[src/rtl/wb_bus_pkg.sv]
// Shared types and constants for the Wishbone single-master shared-bus interconnect.
package wb_bus_pkg;

    localparam int WB_ADR_W = 32;
    localparam int WB_DAT_W = 32;
    localparam int WB_SEL_W = 4;

    typedef enum logic [1:0] {
        IDLE,
        ACTIVE,
        DECODE_ERR,
        TO_ERR
    } bus_state_e;

    typedef enum logic [1:0] {
        RESP_NONE,
        RESP_ACK,
        RESP_ERR,
        RESP_RTY
    } resp_e;

    // A slave raising several terminations at once is resolved err > rty > ack.
    function automatic resp_e resolve_resp(input logic ack, input logic err, input logic rty);
        if (err) begin
            return RESP_ERR;
        end
        if (rty) begin
            return RESP_RTY;
        end
        if (ack) begin
            return RESP_ACK;
        end
        return RESP_NONE;
    endfunction

endpackage

[src/rtl/wb_addr_decoder.sv]
// Combinational base/mask address decoder; overlapping windows resolve to the lowest slave index.
module wb_addr_decoder
    import wb_bus_pkg::*;
#(
    parameter int                            N_SLAVES   = 4,
    parameter int                            IDX_W      = 2,
    parameter logic [N_SLAVES*WB_ADR_W-1:0]  SLAVE_BASE = {N_SLAVES{32'h0}},
    parameter logic [N_SLAVES*WB_ADR_W-1:0]  SLAVE_MASK = {N_SLAVES{32'hF000_0000}}
) (
    input  logic [WB_ADR_W-1:0] adr_i,
    output logic                hit_o,
    output logic [IDX_W-1:0]    sel_idx_o
);

    // NOTE: combinational blocks use blocking '=' with every output defaulted first,
    // so the loop reads its own running result and no latch is inferred.
    always_comb begin
        hit_o     = 1'b0;
        sel_idx_o = '0;
        // Scanning downwards lets the lowest hitting index overwrite the others.
        for (int k = N_SLAVES - 1; k >= 0; k--) begin
            if ((adr_i & SLAVE_MASK[k*WB_ADR_W +: WB_ADR_W]) ==
                (SLAVE_BASE[k*WB_ADR_W +: WB_ADR_W] & SLAVE_MASK[k*WB_ADR_W +: WB_ADR_W])) begin
                hit_o     = 1'b1;
                sel_idx_o = IDX_W'(k);
            end
        end
    end

endmodule

[src/rtl/wb_shared_bus.sv]
// Wishbone classic single-master, N-slave interconnect with decode/watchdog bus errors
// and a latched fault address.
module wb_shared_bus
    import wb_bus_pkg::*;
#(
    parameter int                            N_SLAVES       = 4,
    parameter logic [N_SLAVES*WB_ADR_W-1:0]  SLAVE_BASE     = {N_SLAVES{32'h0}},
    parameter logic [N_SLAVES*WB_ADR_W-1:0]  SLAVE_MASK     = {N_SLAVES{32'hF000_0000}},
    parameter int                            TIMEOUT_CYCLES = 255
) (
    input  logic                         clk_i,
    input  logic                         rst_i,
    input  logic                         m_cyc_i,
    input  logic                         m_stb_i,
    input  logic                         m_we_i,
    input  logic [WB_ADR_W-1:0]          m_adr_i,
    input  logic [WB_SEL_W-1:0]          m_sel_i,
    input  logic [WB_DAT_W-1:0]          m_dat_i,
    output logic [WB_DAT_W-1:0]          m_dat_o,
    output logic                         m_ack_o,
    output logic                         m_err_o,
    output logic                         m_rty_o,
    output logic [N_SLAVES-1:0]          s_cyc_o,
    output logic [N_SLAVES-1:0]          s_stb_o,
    output logic                         s_we_o,
    output logic [WB_ADR_W-1:0]          s_adr_o,
    output logic [WB_SEL_W-1:0]          s_sel_o,
    output logic [WB_DAT_W-1:0]          s_dat_o,
    input  logic [N_SLAVES*WB_DAT_W-1:0] s_dat_i,
    input  logic [N_SLAVES-1:0]          s_ack_i,
    input  logic [N_SLAVES-1:0]          s_err_i,
    input  logic [N_SLAVES-1:0]          s_rty_i,
    output logic                         fault_o,
    output logic [WB_ADR_W-1:0]          fault_adr_o
);

    localparam int          IDX_W   = (N_SLAVES > 1) ? $clog2(N_SLAVES) : 1;
    localparam logic [15:0] TIMEOUT = 16'(TIMEOUT_CYCLES);

    bus_state_e            state_q, state_d;
    logic [IDX_W-1:0]      sel_idx_q, sel_idx_d;
    logic [15:0]           wdog_q, wdog_d;
    logic [WB_ADR_W-1:0]   fault_adr_q, fault_adr_d;

    logic                  dec_hit;
    logic [IDX_W-1:0]      dec_idx;
    logic [WB_DAT_W-1:0]   s_dat_arr [N_SLAVES];
    resp_e                 resp;
    logic                  timed_out;
    logic                  err_state;

    wb_addr_decoder #(
        .N_SLAVES   (N_SLAVES),
        .IDX_W      (IDX_W),
        .SLAVE_BASE (SLAVE_BASE),
        .SLAVE_MASK (SLAVE_MASK)
    ) u_decoder (
        .adr_i     (m_adr_i),
        .hit_o     (dec_hit),
        .sel_idx_o (dec_idx)
    );

    assign s_we_o      = m_we_i;
    assign s_adr_o     = m_adr_i;
    assign s_sel_o     = m_sel_i;
    assign s_dat_o     = m_dat_i;
    assign fault_adr_o = fault_adr_q;

    always_comb begin
        for (int k = 0; k < N_SLAVES; k++) begin
            s_dat_arr[k] = s_dat_i[k*WB_DAT_W +: WB_DAT_W];
        end
    end

    always_comb begin
        state_d     = state_q;
        sel_idx_d   = sel_idx_q;
        wdog_d      = wdog_q;
        fault_adr_d = fault_adr_q;
        s_cyc_o     = '0;
        s_stb_o     = '0;
        m_dat_o     = '0;
        resp        = RESP_NONE;
        err_state   = 1'b0;
        timed_out   = (wdog_q == TIMEOUT);

        case (state_q)
            IDLE: begin
                if (m_cyc_i && m_stb_i) begin
                    if (dec_hit) begin
                        state_d   = ACTIVE;
                        sel_idx_d = dec_idx;
                        wdog_d    = '0;
                    end else begin
                        state_d = DECODE_ERR;
                    end
                end
            end
            ACTIVE: begin
                m_dat_o = s_dat_arr[sel_idx_q];
                // In the timeout cycle the slave is already released, so its response is ignored.
                if (!timed_out) begin
                    s_cyc_o[sel_idx_q] = m_cyc_i;
                    s_stb_o[sel_idx_q] = m_cyc_i & m_stb_i;
                    if (m_cyc_i) begin
                        resp = resolve_resp(s_ack_i[sel_idx_q], s_err_i[sel_idx_q],
                                            s_rty_i[sel_idx_q]);
                    end
                end
                if (!m_cyc_i) begin
                    state_d = IDLE;
                end else if (timed_out) begin
                    state_d = TO_ERR;
                end else if (resp != RESP_NONE) begin
                    state_d = IDLE;
                end else begin
                    wdog_d = wdog_q + 16'd1;
                end
            end
            DECODE_ERR, TO_ERR: begin
                err_state   = 1'b1;
                fault_adr_d = m_adr_i;
                state_d     = IDLE;
            end
            default: begin
                state_d = IDLE;
            end
        endcase

        // Reset dominates: no termination reaches the master during a reset cycle.
        m_ack_o = !rst_i && (resp == RESP_ACK);
        m_rty_o = !rst_i && (resp == RESP_RTY);
        m_err_o = !rst_i && ((resp == RESP_ERR) || err_state);
        fault_o = !rst_i && err_state;
    end

    // NOTE: sequential state uses non-blocking '<=' so every register samples the
    // pre-edge values computed above, independent of statement order.
    always_ff @(posedge clk_i) begin
        if (rst_i) begin
            state_q     <= IDLE;
            sel_idx_q   <= '0;
            wdog_q      <= '0;
            fault_adr_q <= '0;
        end else begin
            state_q     <= state_d;
            sel_idx_q   <= sel_idx_d;
            wdog_q      <= wdog_d;
            fault_adr_q <= fault_adr_d;
        end
    end

endmodule

[config.mk]
export PLATFORM = sky130hd
export DESIGN_NAME = wb_shared_bus
export DESIGN_NICKNAME = d
export VERILOG_FILES = /design/src/rtl/wb_bus_pkg.sv /design/src/rtl/wb_addr_decoder.sv /design/src/rtl/wb_shared_bus.sv
export SDC_FILE = /design/constraint.sdc
export NUM_CORES = 1
export LEC_CHECK = 0
export ABC_CLOCK_PERIOD_IN_PS = 4100
export BUFFER_PORTS_ARGS = -buffer_cell sky130_fd_sc_hd__buf_4
export CAP_MARGIN = 20
export CORE_AREA = 2 2 139 141
export CTS_CLUSTER_DIAMETER = 200
export DETAILED_ROUTE_END_ITERATION = 12
export DIE_AREA = 0 0 141 143
export PLACE_DENSITY = 0.51
export SETUP_SLACK_MARGIN = 0.3
export SLEW_MARGIN = 20
export SYNTH_ARGS = -nofsm -noshare
export SYNTH_HDL_FRONTEND = slang
export SYNTH_SLANG_ARGS = --single-unit
[constraint.sdc]
create_clock -name clk_i -period 4.1 [get_ports clk_i]
set_input_delay 0.205 -clock clk_i [delete_from_list [all_inputs] [get_ports clk_i]]
set_output_delay 0.205 -clock clk_i [all_outputs]
set_load 0.02 [all_outputs]
Yosys cells after proc, flatten, opt, wreduce, memory -nomap -nowiden
Cells that the tools add are included.

storage, ports and cells
  flip-flop bits (word level) = 50
  input bits = 213
  output and inout port bits = 145
  latch bits = 0
  word-level logic and storage cells = 76
  memory bits (writable) = 0
  memories = 0
  bits in read-only memories = 0

operators by class
  bitwise logic cells = 1
  equality and inequality tests = 13
  reduce and logical (&&, ||, !) cells = 14
  divide/modulo/power cells = 0
  muxes and demuxes = 44
  multipliers = 0
  shift-type cells = 0
  add/sub/neg operators = 1
  order comparisons = 0

operators with widths
  operator                                               count
  two-way mux 16 bit                                     5
  zero test 32 bit                                       1
  two-way mux 32 bit                                     1
  one-hot mux 16 bit (2 select lines)                    1
  two-way mux 2 bit                                      15
  two-way mux 1 bit                                      21
  adder 16 x 1 -> 16 bit (second input constant)         1
  equality test 16 x 8 -> 1 bit (second input constant)  1
  != test 2 bit (second input constant)                  5
  equality test 2 bit (second input constant)            4
  one-hot mux 2 bit (3 select lines)                     1
  AND reduction 6 bit                                    1
  logical AND 1 bit                                      5
  equality test 2 x 1 -> 1 bit (second input constant)   2
  != test 4 bit (second input constant)                  1
  nonzero test 2 bit                                     2
  zero test 2 bit                                        1
  AND reduction 2 bit                                    1
  OR reduction 2 bit                                     1
  AND 1 bit                                              1
  zero test 1 bit                                        1
  logical OR 1 bit                                       1

Longest topological paths before layout
  depth after elaboration = 24
  gate-level depth with buffers = 7
  mapped depth without buffers = 6

By module
From an unflattened synthesis, not the netlist that was laid out.

unflattened totals
  cells, all modules = 401
  area, all modules = 3,921.3 µm²

modules (own cells, without submodules)
  module           cells an instance  area each (µm²)  times used
  wb_shared_bus    397                3,890.0          1
  wb_addr_decoder  4                  31.3             1

Least setup slack after synthesis
Ideal clock, no wire load.

  path kind = register -> output
  from = reg wdog_q[0]
  to = out m_rty_o
  stages on the path, launching flop included = 7
  setup slack = 1,933 ps
  required time = 3,895 ps
  data arrival time = 1,962 ps
  cells stage by stage = dfxtp_1 > ha_1 > and3_1 > nand4_1 > buf_2 > nand3_1 > nor4b_1

between the ends
  longest elaborated chain between the ends = 6

ends and longest elaborated chain
  item                            RTL line              text
  start, declared                 wb_shared_bus.sv:42   logic [15:0] wdog_q, wdog_d;
  start signal, assigned          wb_shared_bus.sv:148  wdog_q <= wdog_d;
  equality test 16 x 8 -> 1 bit   wb_shared_bus.sv:85   timed_out = (wdog_q == TIMEOUT);
  two-way mux 2 bit               wb_shared_bus.sv:102  if (!timed_out) begin
  two-way mux 2 bit (2 in a row)  wb_shared_bus.sv:87   case (state_q)
  equality test 2 bit             wb_shared_bus.sv:132  m_rty_o = !rst_i && (resp == RESP_RTY);
  logical AND 1 bit               wb_shared_bus.sv:132
  end, declared                   wb_shared_bus.sv:22   output logic m_rty_o,

Every way passes these cells. The select of a mux whose other input is x is not followed.

Final worst setup path
  from = reg wdog_q[0]
  to = out s_stb_o[0]

between the ends
  longest elaborated chain between the ends = 3

ends and longest elaborated chain
  item                           RTL line              text
  equality test 16 x 8 -> 1 bit  wb_shared_bus.sv:85
  two-way mux 1 bit              wb_shared_bus.sv:102
  two-way mux 1 bit              wb_shared_bus.sv:87
  end, declared                  wb_shared_bus.sv:24   output logic [N_SLAVES-1:0] s_stb_o,

Every way passes these cells.

==> results.json <==
{
  "timing.rr.end": "wdog_q[4]",
  "min_path_type": "in -> reg",
  "hpwl_mm": 6.70,
  "wl_mm": 8.84,
  "min_period_ns": 2.70,
  "cts_made_buffers": 5,
  "vias_per_cell": 4.17,
  "core_area_mm2": 0.0186,
  "drt_iter0_drc": 115,
  "synth-adder-area-share": 0.00395,
  "synth_edf_count": 0,
  "status": "finished, final reports clean",
  "synth_area_mm2": 0.00317,
  "fmax_mhz": 370,
  "clk-insertion-delay-late_ns": 0.29,
  "cp_max_fo": 12,
  "wl_per_cell_um": 12.7,
  "place_congestion": 0.825,
  "synth_top_cell_by_area": "dfxtp_1",
  "vias": 2904,
  "slowest_delay_ns": 0.50,
  "num_antenna_cells": 0,
  "skew_ns": 0.00874,
  "worstSetupEndpoint": "s_stb_o[0]",
  "die_area_mm2": 0.0202,
  "dp.cells": 688,
  "end_kind": "output pin",
  "drv_slew": 0,
  "synthSimpleGateAreaFrac": 0.282,
  "synth_compound_area_frac": 0.0809,
  "yosysTopAreaCellShare": 0.316,
  "finalCritPeriodShare": 0.659,
  "antenna_left": 0,
  "hold_viol_final": 0,
  "synth_ff_type": "dfxtp_1",
  "peakVddDrop_uv": 128,
  "firstDrtPassIters": 4,
  "synth_xor_area_frac": 0,
  "htreeDepth": 2,
  "synth.distinct_cells": 53,
  "drc": 0,
  "fin_nets": 675,
  "grt_pass1_wl_mm": 13.7,
  "portBuffers": 172,
  "avgSynthCellArea_um2": 8.54,
  "critPathLaunchType": "register",
  "cp_data_arrival_time_ns": 2.50,
  "synth-warning-count": 0,
  "startpoint": "wdog_q[0]",
  "path_clk_slew_ns": 0.08,
  "synthCells": 371,
  "ys_seq_area_frac": 0.316,
  "ios": 358,
  "fin_util": 0.232,
  "synthToLayoutAreaGrowth_pct": 35.9,
  "start_util": 0.171,
  "cts_tree": "yes",
  "r2r_cells": 5,
  "fin_tns_setup_ns": 0,
  "overflow": 0,
  "antenna_found_initial": 0,
  "power_density_mw_per_mm2": 273,
  "drive_above_1_share": 0.420,
  "rows": 50,
  "cts_buffer_depth": 2,
  "synth_top_family_by_area": "simple AND/OR/NAND/NOR gates",
  "r2r-start": "wdog_q[0]",
  "ctsHoldBuffers": 0,
  "die_h_um": 143,
  "dieWidth_um": 141,
  "track_usage": 0.0829,
  "muxShareOfSynthArea": 0.104,
  "cts_resized": 0,
  "instances_no_fill": 696,
  "dpl_worst_slack_ns": 1.72,
  "slew_headroom": 0.576,
  "crit_type": "reg -> out",
  "setup_violations": 0,
  "cp.required_ns": 3.89,
  "cts_setup_buffers": 0,
  "synth_area_leaders": "dfxtp_1 32%, buf_4 18%, mux2i_1 10%",
  "cp_cell_sequence": "ha_1 -> and3_1 -> nand4_1 -> nand3_1 -> inv_2 -> and2_1 -> buf_4",
  "root_buffer": "clkbuf_16",
  "tightestPinTransition_ns": 0.636,
  "first_global_vias": 2817,
  "grt_setup_unrepaired": "no",
  "r2r_setup_slack_ns": 1.80,
  "ys_async_sr_fraction": 0,
  "finalWorstSetupSlack_ns": 1.40,
  "synth_seq_cells": 50,
  "maxCapViolCount": 0,
  "cts_num_sinks": 50,
  "grt_max_degree": 63,
  "crit_slowest_cell": "nand4_1",
  "total_leakage_power_nw": 1.85
}
-- how the worst min path moves through the flow --
| stage | cells after the start | start | to |
|---|---|---|---|
| floorplan | 2 | m_adr_i[23] | fault_adr_o[23] |
| global placement | 0 | m_dat_i[0] | s_dat_o[0] |
| detailed placement | 0 | m_dat_i[0] | s_dat_o[0] |
| CTS | 3 | m_adr_i[26] | fault_adr_o[26] |
| global route | 3 | m_adr_i[10] | fault_adr_o[10] |
| finish | 3 | m_adr_i[26] | fault_adr_o[26] |
-- logic make-up (layout without fill, tap and decap cells) --
| kind of cell | Yosys count | in the layout |
|---|---|---|
| AO/OA/AOI/OAI | 32 | 32 |
| adder cells (fa/ha/maj) | 1 | 1 |
| buffers and inverters | 101 | 187 |
| flip-flops | 50 | 50 |
| multiplexers | 33 | 33 |
| other | 1 | 6 |
| AND/OR/NAND/NOR | 153 | 153 |
-- per-layer routing --
layer  track usage  vias to the layer above  wire length, um
met5             0                        -                0
met4        0.0400                        0              166
met3        0.0178                       12              604
met2         0.145                      140             4510
met1        0.0967                     1353             3560
li1              -                     1399                -
-- critical path, delay by kind of cell (launching register included) --
| family | cells | cell delay [ns] |
|---|---|---|
| fa+ha+maj | 1 | 0.23 |
| buf+inv | 2 | 0.21 |
| flops | 1 | 0.40 |
| simple gates | 4 | 1.35 |
-- placed cells by master, fill, tap and decap left out, types with 4 or more instances in the layout --
master | Yosys | routed
a31oi_1 | 5 | 5
nand2b_1 | 4 | 4
nand3_1 | 8 | 8
dfxtp_1 | 50 | 49
clkbuf_16 | 0 | 5
nor4_1 | 12 | 12
and4_1 | 4 | 4
nor3_1 | 4 | 4
buf_4 | 75 | 174
nand2_1 | 7 | 7
or3_1 | 4 | 4
conb_1 | 1 | 6
nand4_1 | 9 | 9
and2_1 | 33 | 33
inv_1 | 4 | 4
nor2_1 | 43 | 43
nor2b_1 | 5 | 4
mux2i_1 | 33 | 33
-- power breakdown --
group          leakage (nW)  internal (mW)  switching [mW]
logic                  1.36         0.0957          0.0978
registers             0.405          0.497         0.00641
clock network        0.0842          0.289           0.192
total                  1.85          0.882           0.296
-- final cells by class --
class | instances | area (um^2)
multi-input combinational | 225 | 1520
clock inverter | 3 | 43.8
clock buffer | 5 | 125
timing repair buffer | 174 | 1310
inverter | 5 | 18.8
sequential | 50 | 1000
tap | 234 | 293
fill | 2007 | 14300
-- per-stage QoR --
stage | cell area (um^2) | power (mW) | hold WS [ns]
6_report | 4310 | 1.18 | 0.159
5_1_grt | 4310 | 1.23 | 0.163
4_1_cts | 4310 | 1.20 | 0.149
3_5_place_dp | 4140 | 0.711 | 0.410
3_3_place_gp | 4140 | 0.708 | 0.410
2_1_floorplan | 3190 | 0.679 | 0.352
-- registers in the layout, summed over array words and instances, names as in the netlist --
signal,flops
fault_adr_o,32
wdog_q,16
state_q,2
-- cell usage after synthesis (2+ instances only) --
cell,count
a31oi_1,5
o211ai_1,2
or3_1,4
dfxtp_1,50
clkbuf_1,12
nand4_1,9
o21ai_0,2
nand2b_1,4
nand3_1,8
buf_4,75
nor3b_1,2
nor3_1,4
nor4_1,12
and2_1,33
nand2_1,7
buf_2,8
o311ai_1,3
a311o_1,3
nor2b_1,5
nor4b_1,3
a311oi_1,2
mux2i_1,33
a21oi_1,2
nand3b_1,2
and3_1,2
o311a_1,2
and4_1,4
a221o_1,3
nor2_1,43
inv_1,4
(Power assumes the default switching activity.)
